`config.mk`:
```
export PLATFORM = sky130hd
export DESIGN_NAME = shift_fifo_ctrl_flat
export DESIGN_NICKNAME = d
export VERILOG_FILES = /design/src/rtl/shift_fifo_pkg.sv /design/src/rtl/shift_fifo_ctrl_if.sv /design/src/rtl/shift_fifo_occ.sv /design/src/rtl/shift_fifo_ctrl.sv /design/src/flat_wrapper.sv
export SDC_FILE = /design/constraint.sdc
export NUM_CORES = 1
export LEC_CHECK = 0
export BUFFER_PORTS_ARGS = -buffer_cell sky130_fd_sc_hd__buf_2
export CORE_AREA = 2 2 239 241
export CTS_CLUSTER_SIZE = 40
export DETAILED_ROUTE_END_ITERATION = 10
export DIE_AREA = 0 0 241 243
export PLACE_DENSITY = 0.35
export SKIP_LAST_GASP = 1
export SLEW_MARGIN = 10
export SYNTH_ARGS = -nofsm -noshare
export SYNTH_HDL_FRONTEND = slang
export SYNTH_SLANG_ARGS = --single-unit
```
`constraint.sdc`:
```
create_clock -name clk_i -period 3.4 [get_ports clk_i]
set_input_delay 0.51 -clock clk_i [delete_from_list [all_inputs] [get_ports clk_i]]
set_output_delay 0.51 -clock clk_i [all_outputs]
set_load 0.005 [all_outputs]
```
`src/rtl/shift_fifo_pkg.sv`:
```
// shift_fifo_pkg: FIFO occupancy state encoding and counter width helper.
package shift_fifo_pkg;
  typedef enum logic [1:0] {ST_EMPTY, ST_PARTIAL, ST_FULL} fifo_state_t;
  function automatic int cnt_w(input int depth);
    return $clog2(depth + 1);
  endfunction
endpackage

```
`src/rtl/shift_fifo_ctrl_if.sv`:
```
// shift_fifo_ctrl_if: producer/consumer/bank signals of the shift FIFO controller.
// ovf/udf exist only when SHIFT_FIFO_ERR_FLAGS_EN is defined.
interface shift_fifo_ctrl_if import shift_fifo_pkg::*; #(
  parameter int WIDTH = 32,
  parameter int DEPTH = 16
);
  localparam int CW = cnt_w(DEPTH);
  logic                   clear;
  logic                   push;
  logic [WIDTH-1:0]       wdata;
  logic                   pop;
  logic [WIDTH-1:0]       rdata;
  logic                   full;
  logic                   empty;
  logic [CW-1:0]          count;
  logic                   bank_push;
  logic [WIDTH-1:0]       bank_data;
  logic [DEPTH*WIDTH-1:0] bank;
`ifdef SHIFT_FIFO_ERR_FLAGS_EN
  logic                   ovf;
  logic                   udf;
  modport master (output clear, push, wdata, pop, bank,
                  input rdata, full, empty, count, bank_push, bank_data, ovf, udf);
  modport slave (input clear, push, wdata, pop, bank,
                 output rdata, full, empty, count, bank_push, bank_data, ovf, udf);
`else
  modport master (output clear, push, wdata, pop, bank,
                  input rdata, full, empty, count, bank_push, bank_data);
  modport slave (input clear, push, wdata, pop, bank,
                 output rdata, full, empty, count, bank_push, bank_data);
`endif
endinterface

```
`src/rtl/shift_fifo_occ.sv`:
```
// shift_fifo_occ: occupancy counter and EMPTY/PARTIAL/FULL state machine.
module shift_fifo_occ import shift_fifo_pkg::*; #(
  parameter int DEPTH = 16,
  localparam int CW = cnt_w(DEPTH)
) (
  input  logic          clk_i,
  input  logic          rst_i,
  input  logic          push_acc,
  input  logic          pop_acc,
  input  logic          clear,
  output logic [CW-1:0] count,
  output fifo_state_t   state
);
  fifo_state_t   state_n;
  logic [CW-1:0] count_n;
  logic          inc, dec;
  assign inc = push_acc & ~pop_acc;
  assign dec = pop_acc & ~push_acc;
  always_ff @(posedge clk_i) begin
    if (rst_i) begin
      state <= ST_EMPTY;
      count <= '0;
    end else begin
      state <= state_n;
      count <= count_n;
    end
  end
  always_comb begin
    count_n = clear ? '0 : inc ? count + 1'b1 : dec ? count - 1'b1 : count;
    state_n = clear ? ST_EMPTY :
              state == ST_EMPTY   ? (push_acc ? ST_PARTIAL : ST_EMPTY) :
              state == ST_PARTIAL ? ((dec && count == CW'(1)) ? ST_EMPTY :
                                     (inc && count == CW'(DEPTH - 1)) ? ST_FULL : ST_PARTIAL) :
              state == ST_FULL    ? (dec ? ST_PARTIAL : ST_FULL) : ST_EMPTY;
  end
endmodule

```
`src/rtl/shift_fifo_ctrl.sv`:
```
// shift_fifo_ctrl: FIFO sequencing over an external DEPTH x WIDTH shift-register bank.
// Optional sticky ovf/udf flags when SHIFT_FIFO_ERR_FLAGS_EN is defined.
module shift_fifo_ctrl import shift_fifo_pkg::*; #(
  parameter int WIDTH = 32,
  parameter int DEPTH = 16,
  localparam int CW = cnt_w(DEPTH)
) (
  input logic               clk_i,
  input logic               rst_i,
  shift_fifo_ctrl_if.slave  bus
);
  fifo_state_t   state;
  logic [CW-1:0] count;
  logic          push_acc, pop_acc;
  assign bus.empty     = state == ST_EMPTY;
  assign bus.full      = state == ST_FULL;
  assign pop_acc       = bus.pop & ~bus.clear & ~bus.empty;
  assign push_acc      = bus.push & ~bus.clear & (~bus.full | pop_acc);
  assign bus.bank_push = push_acc;
  assign bus.bank_data = bus.wdata;
  assign bus.count     = count;
  shift_fifo_occ #(.DEPTH(DEPTH)) u_occ (
    .clk_i    (clk_i),
    .rst_i    (rst_i),
    .push_acc (push_acc),
    .pop_acc  (pop_acc),
    .clear    (bus.clear),
    .count    (count),
    .state    (state)
  );
  // oldest word sits at bank slot count-1; nothing selected while empty
  always_comb begin
    bus.rdata = '0;
    for (int k = 0; k < DEPTH; k++)
      if (count == CW'(k + 1)) bus.rdata = bus.bank[k*WIDTH +: WIDTH];
  end
`ifdef SHIFT_FIFO_ERR_FLAGS_EN
  logic ovf, udf;
  always_ff @(posedge clk_i) begin
    if (rst_i || bus.clear) begin
      ovf <= 1'b0;
      udf <= 1'b0;
    end else begin
      ovf <= ovf | (bus.push & bus.full & ~pop_acc);
      udf <= udf | (bus.pop & bus.empty);
    end
  end
  assign bus.ovf = ovf;
  assign bus.udf = udf;
`endif
endmodule
```
`src/flat_wrapper.sv`:
```
// flat-port wrapper written by rule: the top's interface ports become plain ports
module shift_fifo_ctrl_flat import shift_fifo_pkg::*;
#(
  parameter int WIDTH = 32,
  parameter int DEPTH = 16,
  localparam int CW = cnt_w(DEPTH)
)
  (clk_i, rst_i, bus_clear, bus_push, bus_wdata, bus_pop, bus_bank, bus_rdata, bus_full, bus_empty, bus_count, bus_bank_push, bus_bank_data);
  shift_fifo_ctrl_if #(.WIDTH(WIDTH), .DEPTH(DEPTH)) bus_i ();
  input logic clk_i;
  input logic rst_i;
  input wire logic [$bits(bus_i.clear)-1:0] bus_clear;
  input wire logic [$bits(bus_i.push)-1:0] bus_push;
  input wire logic [$bits(bus_i.wdata)-1:0] bus_wdata;
  input wire logic [$bits(bus_i.pop)-1:0] bus_pop;
  input wire logic [$bits(bus_i.bank)-1:0] bus_bank;
  output wire logic [$bits(bus_i.rdata)-1:0] bus_rdata;
  output wire logic [$bits(bus_i.full)-1:0] bus_full;
  output wire logic [$bits(bus_i.empty)-1:0] bus_empty;
  output wire logic [$bits(bus_i.count)-1:0] bus_count;
  output wire logic [$bits(bus_i.bank_push)-1:0] bus_bank_push;
  output wire logic [$bits(bus_i.bank_data)-1:0] bus_bank_data;
  assign bus_i.clear = bus_clear;
  assign bus_i.push = bus_push;
  assign bus_i.wdata = bus_wdata;
  assign bus_i.pop = bus_pop;
  assign bus_i.bank = bus_bank;
  assign bus_rdata = bus_i.rdata;
  assign bus_full = bus_i.full;
  assign bus_empty = bus_i.empty;
  assign bus_count = bus_i.count;
  assign bus_bank_push = bus_i.bank_push;
  assign bus_bank_data = bus_i.bank_data;
  shift_fifo_ctrl #(.WIDTH(WIDTH), .DEPTH(DEPTH)) u_core (.clk_i(clk_i), .rst_i(rst_i), .bus(bus_i));
endmodule
```
Word-level counts from Yosys, hierarchy flattened:

Index checks and enable logic that the tools add are counted.

* flip-flop bits (word level): 7

* multiplexer cells: 25
* equal/unequal tests: 18
* reductions and logical operators: 5
* bitwise gates (word level): 12
* add/sub/neg operators: 2

Operators with widths (number)
* two-way mux 32 bit: 16
* == test 5 x 4 -> 1 bit, second input constant: 8
* == test 5 x 3 -> 1 bit, second input constant: 4
* two-way mux 2 bit: 6
* == test 5 x 2 -> 1 bit, second input constant: 2
* two-way mux 5 bit: 2
* bitwise AND 1 bit: 6
* adder 5 x 1 -> 5 bit, second input constant: 1
* == test 5 x 1 -> 1 bit, second input constant: 1
* == test 5 bit, second input constant: 1
* NOT 1 bit: 5
* subtractor 5 x 1 -> 5 bit, second input constant: 1
* == test 2 x 1 -> 1 bit, second input constant: 1
* == test 2 bit, second input constant: 1
* logical AND 1 bit: 2
* logical NOT 2 bit: 1
* nonzero test 2 bit: 1
* OR reduction 2 bit: 1
* two-way mux 1 bit: 1
* OR 1 bit: 1

Logic depth before layout (Yosys ltp):

* word-level depth: 17
* mapped depth: 12
* depth with buffers taken out: 8

Modules after synthesis:

A second synthesis with hierarchy kept.

* cells, all modules: 879
* area total of the unflattened synthesis: 5863.1 um^2

By module, submodules not included
* shift_fifo_ctrl: cells each 822, area each 5377.7 um^2, instances 1, sequential area each 0.0 um^2
* shift_fifo_occ: cells each 57, area each 485.5 um^2, instances 1, sequential area each 140.1 um^2

Least setup slack after synthesis:

No wires, ideal clock.

* path type: flip-flop to output port
* from: reg u_core.u_occ.count[0]
* to: out bus_rdata[10]
* cell stages (with the launch flop): 12
* path slack: 271 ps
* required time: 2890 ps
* arrival: 2619 ps
* path buffers: 6
* path through: dfxtp_1 -> ha_1 -> buf_2 -> buf_2 -> buf_2 -> and3_1 -> ha_1 -> clkbuf_1 -> clkbuf_1 -> clkbuf_1 -> a21oi_1 -> a31oi_1

* longest elaborated chain between the ends: 17
* elaborated cells between the ends (all ways): 32
* those cells by class: 16 x eq/ne; 16 x mux

Ends and longest elaborated chain
* start, declared: line shift_fifo_occ.sv:11 `output logic [CW-1:0] count,`
* start signal, assigned: line shift_fifo_occ.sv:25 `count <= count_n;`
* == test 5 x 1 -> 1 bit: line shift_fifo_ctrl.sv:35 `if (count == CW'(k + 1)) bus.rdata = bus.bank[k*WIDTH +: WIDTH];`
* two-way mux 32 bit (15 in a row): line shift_fifo_ctrl.sv:35
* two-way mux 32 bit (*): line shift_fifo_ctrl.sv:35
* end, declared: line flat_wrapper.sv:17 `output wire logic [$bits(bus_i.rdata)-1:0] bus_rdata;`

Mark *: on every way between the ends. The rest lies on a longest branch, timed or not.

Final worst setup path:

* from: reg u_core.u_occ.count[0]
* to: out bus_rdata[5]

Same word-level chain as after synthesis.

==> metrics.md <==
| Metric | Value |
|---|---|
| CP max FO | 14 |
| GRT Util Overall | 0.186 |
| Critical-path cell list | inv_1 > ha_4 > nand4b_1 > buf_4 > o21ai_0 > o32a_1 > a211o_1 > a31oi_1 > buf_2 |
| Final Setup Violations | 0 |
| DP Worst Slack | 0.0896 ns |
| Multi-input logic area | 0.00551 mm^2 |
| Maximum vdd drop | 0.0789 mV |
| Synth warn | 0 |
| Reg2reg path depth | 7 |
| Remaining Overflow, GRT | 0 |
| CTS buffer count | 3 |
| Core region area | 0.0560 mm^2 |
| Slew margin rel. | 0.499 |
| Flops & latches, synth | 7 |
| Clock sinks | 7 |
| Die Width | 241 um |
| Sw power | 0.561 mW |
| Setup crit start kind | register |
| Switching share of power | 0.445 |
| CTS tree | yes |
| Vias/cell | 4.78 |
| Netlist Area Pre-Place | 0.00647 mm^2 |
| Register area share after synthesis | 0.0217 |
| RSZ-0062 raised after global routing | true |
| Final hold violations | 0 |
| # Max-Cap Violations | 0 |
| CP Class | register to primary output |
| Worst Setup End Kind | primary output |
| Placed cell count | 2323 |
| Power Dens Cells | 121 mW/mm^2 |
| Die Span Y | 243 um |
| # fillers | 6646 |
| Placer Congestion | 0.914 |
| Root Buffer | clkbuf_16 |
| Nets@finish | 2135 |
| Hpwl dp | 48500 um |
| Finished Cell Area | 0.0104 mm^2 |
| Syn_area_per_cell | 5.87 um^2 |
| Fin cells | 2337 |
| Number of distinct library cells after synthesis | 67 |
| Top_reg_cell synth | dfxtp_1 |
| # port buffers | 556 |
| DRT Wirelength | 58600 um |
| Worst path bufs/invs | 3 |
| Row Count | 87 |
| Sequential power share | 0.073 |
| Commonest cells post-synth | nand2_1 (145), a21oi_1 (133), o21ai_0 (99) |
| Initial core utilization | 0.116 |
| Clock-pin slew on the worst setup and hold paths | 0.04 ns |
| Internal power | 0.700 mW |
| CP max stage cell | o32a_1 |
| Worst Hold Path Cells | 2 |
| Yosys top cell by area | a21oi_1 |
| Most common cell in the netlist | nand2_1 |
| CTS H-tree depth | 1 |
| Clock power frac | 0.162 |
| Maximum clock frequency | 301 MHz |
| Post-detailed-route count of antenna-violating nets | 0 |
| Clk_lat worst skew | 0.23 ns |
| Largest net degree at the start of global routing | 76 |
| Critical path arrival | 2.81 ns |
| Crit path largest cell delay | 0.44 ns |
| PnR worst setup slack | 0.0826 ns |
| Routed vias | 11200 |
| Drt initial violations | 688 |
| Sequential standard cell area | 145 um^2 |
| Final period util | 0.976 |
| Yosys top cell area share | 0.103 |
| Comb pwr share | 0.766 |
| DR WL/cell | 25.1 um |
| Max-slew violation count | 0 |
| Die area | 0.0586 mm^2 |
| FFs w/ async S/R, synth | 0 |
| Synthesized instance count | 1103 |
| Mapped Nets | 1660 |
| Worst hold slack | 0.577 ns |
| Hold Crit Class | register to register |
| Area growth, synth to finish | 61.2% |
| Synth top area cells | a21oi_1 (10%), nand2_1 (8.4%), o21ai_0 (7.7%) |
| Worst-Margin Slew | 0.749 ns |
| Drt pass-1 iters | 5 |
| Share of layout cells above drive strength 1 | 0.431 |
| Clock Path Buffers | 2 |
| Placed cell area | 0.0102 mm^2 |
| Min cycle time layout | 3.32 ns |
| Req. time, crit path | 2.89 ns |
| Vias in the first global route | 11200 |
| Crit path depth | 9 |
| Num ports | 621 |
| Crit-path leading delay family | compound AO/OA/AOI/OAI gates |
| Global-route wire length before repair | 78900 um |
| Status | completed |
| Initial antenna violation count | 18 |
| Leak | 4.73 nW |
| Residual DRC count | 0 |
| Worst Clk Skew | 0.00213 ns |
| Post-synth EDFFs | 0 |
-- worst paths after layout --
| path | end | from | slack [ns] |
|---|---|---|---|
| setup / recovery | bus_rdata[5] | u_core.u_occ.count[0] | 0.08 |
| hold / removal | u_core.u_occ.state[1] | u_core.u_occ.state[0] | 0.58 |
| setup reg to reg | u_core.u_occ.count[3] | u_core.u_occ.state[1] | 1.18 |
| hold reg to reg | u_core.u_occ.state[1] | u_core.u_occ.state[0] | 0.58 |
-- per-layer routing --
metal | GRT usage | up-vias | part of all wire
li1 | - | 5084 | -
met1 | 0.213 | 5326 | 0.39
met2 | 0.344 | 656 | 0.50
met3 | 0.0316 | 81 | 0.078
met4 | 0.0585 | 14 | 0.030
met5 | 0 | - | 0.0017
-- worst register-to-register path, stage by stage, from the launching register on --
cell and delay (ns):
dfxtp_1 0.38, nor2_1 0.09, or3b_2 0.46, ha_1 0.32, or4_1 0.45, a21oi_1 0.20, xnor2_1 0.14, nor2_1 0.05
-- logic make-up after synthesis --
kind of cell,share of synthesized area
AND/OR/NAND/NOR,0.321
adder cells (fa/ha/maj),0.0155
XOR/XNOR,0.00406
multiplexers,0.00309
flip-flops,0.0217
AO/OA/AOI/OAI,0.486
buffers and inverters,0.149
-- metrics by stage --
stage | setup TNS, ns | utilization | power [mW]
floorplan | 0 | - | 0.484
global placement | 0 | 0.183 | 1.07
detailed placement | 0 | 0.183 | 1.06
CTS | -0.0828 | 0.185 | 1.27
global route | -0.0000653 | 0.186 | 1.35
finish | 0 | 0.187 | 1.26
-- cell usage in the layout (no fill, tap or decap), drive strengths merged, types with 3 or more instances in the layout --
cell type / n
a21oi: 133
nor3: 57
nand2: 146
a221o: 5
and4bb: 5
o221a: 5
nand3: 8
nand2b: 6
or3: 8
nor2b: 33
diode: 4
inv: 36
o2111ai: 5
o211ai: 32
a31oi: 58
nand4: 8
or3b: 3
and2: 5
o22ai: 5
a2111oi: 26
o311ai: 4
o221ai: 29
ha: 8
and3: 27
nor3b: 6
a221oi: 3
clkbuf: 4
nor2: 67
and3b: 7
nand3b: 8
dfxtp: 7
buf: 635
o32a: 26
o21ai: 99
a211o: 28
nand4bb: 6
-- power by group through the flow --
stage / combinational (mW) / clock (mW) / sequential, mW
2_1_floorplan: 0.394 / 0 / 0.0902
3_3_place_gp: 0.976 / 0 / 0.0930
3_5_place_dp: 0.968 / 0 / 0.0930
4_1_cts: 0.975 / 0.208 / 0.0919
5_1_grt: 1.04 / 0.214 / 0.0926
6_report: 0.966 / 0.204 / 0.0917
-- sequential cells by signal (all words and copies together), names as in the netlist --
name	flops
u_core.u_occ.state	2
u_core.u_occ.count	5
-- cell type report --
class	instances	share of cell area
Inverter	37	0.0133
Timing Repair Buffer	635	0.345
Multi-Input combinational cell	894	0.528
Antenna cell	4	0.000959
Sequential cell	7	0.0139
Tap cell	756	0.0906
Clock buffer	4	0.00755
-- timing repair --
| item | in CTS | in global routing |
|---|---|---|
| endpoints found under the setup margin | 6 | 7 |
| hold buffers | 0 | 0 |
| pin swaps | 0 | 3 |
| gates resized for setup | 5 | 10 |
| buffers inserted | 0 | 6 |
No activity file was read; power rests on OpenSTA's default activity.
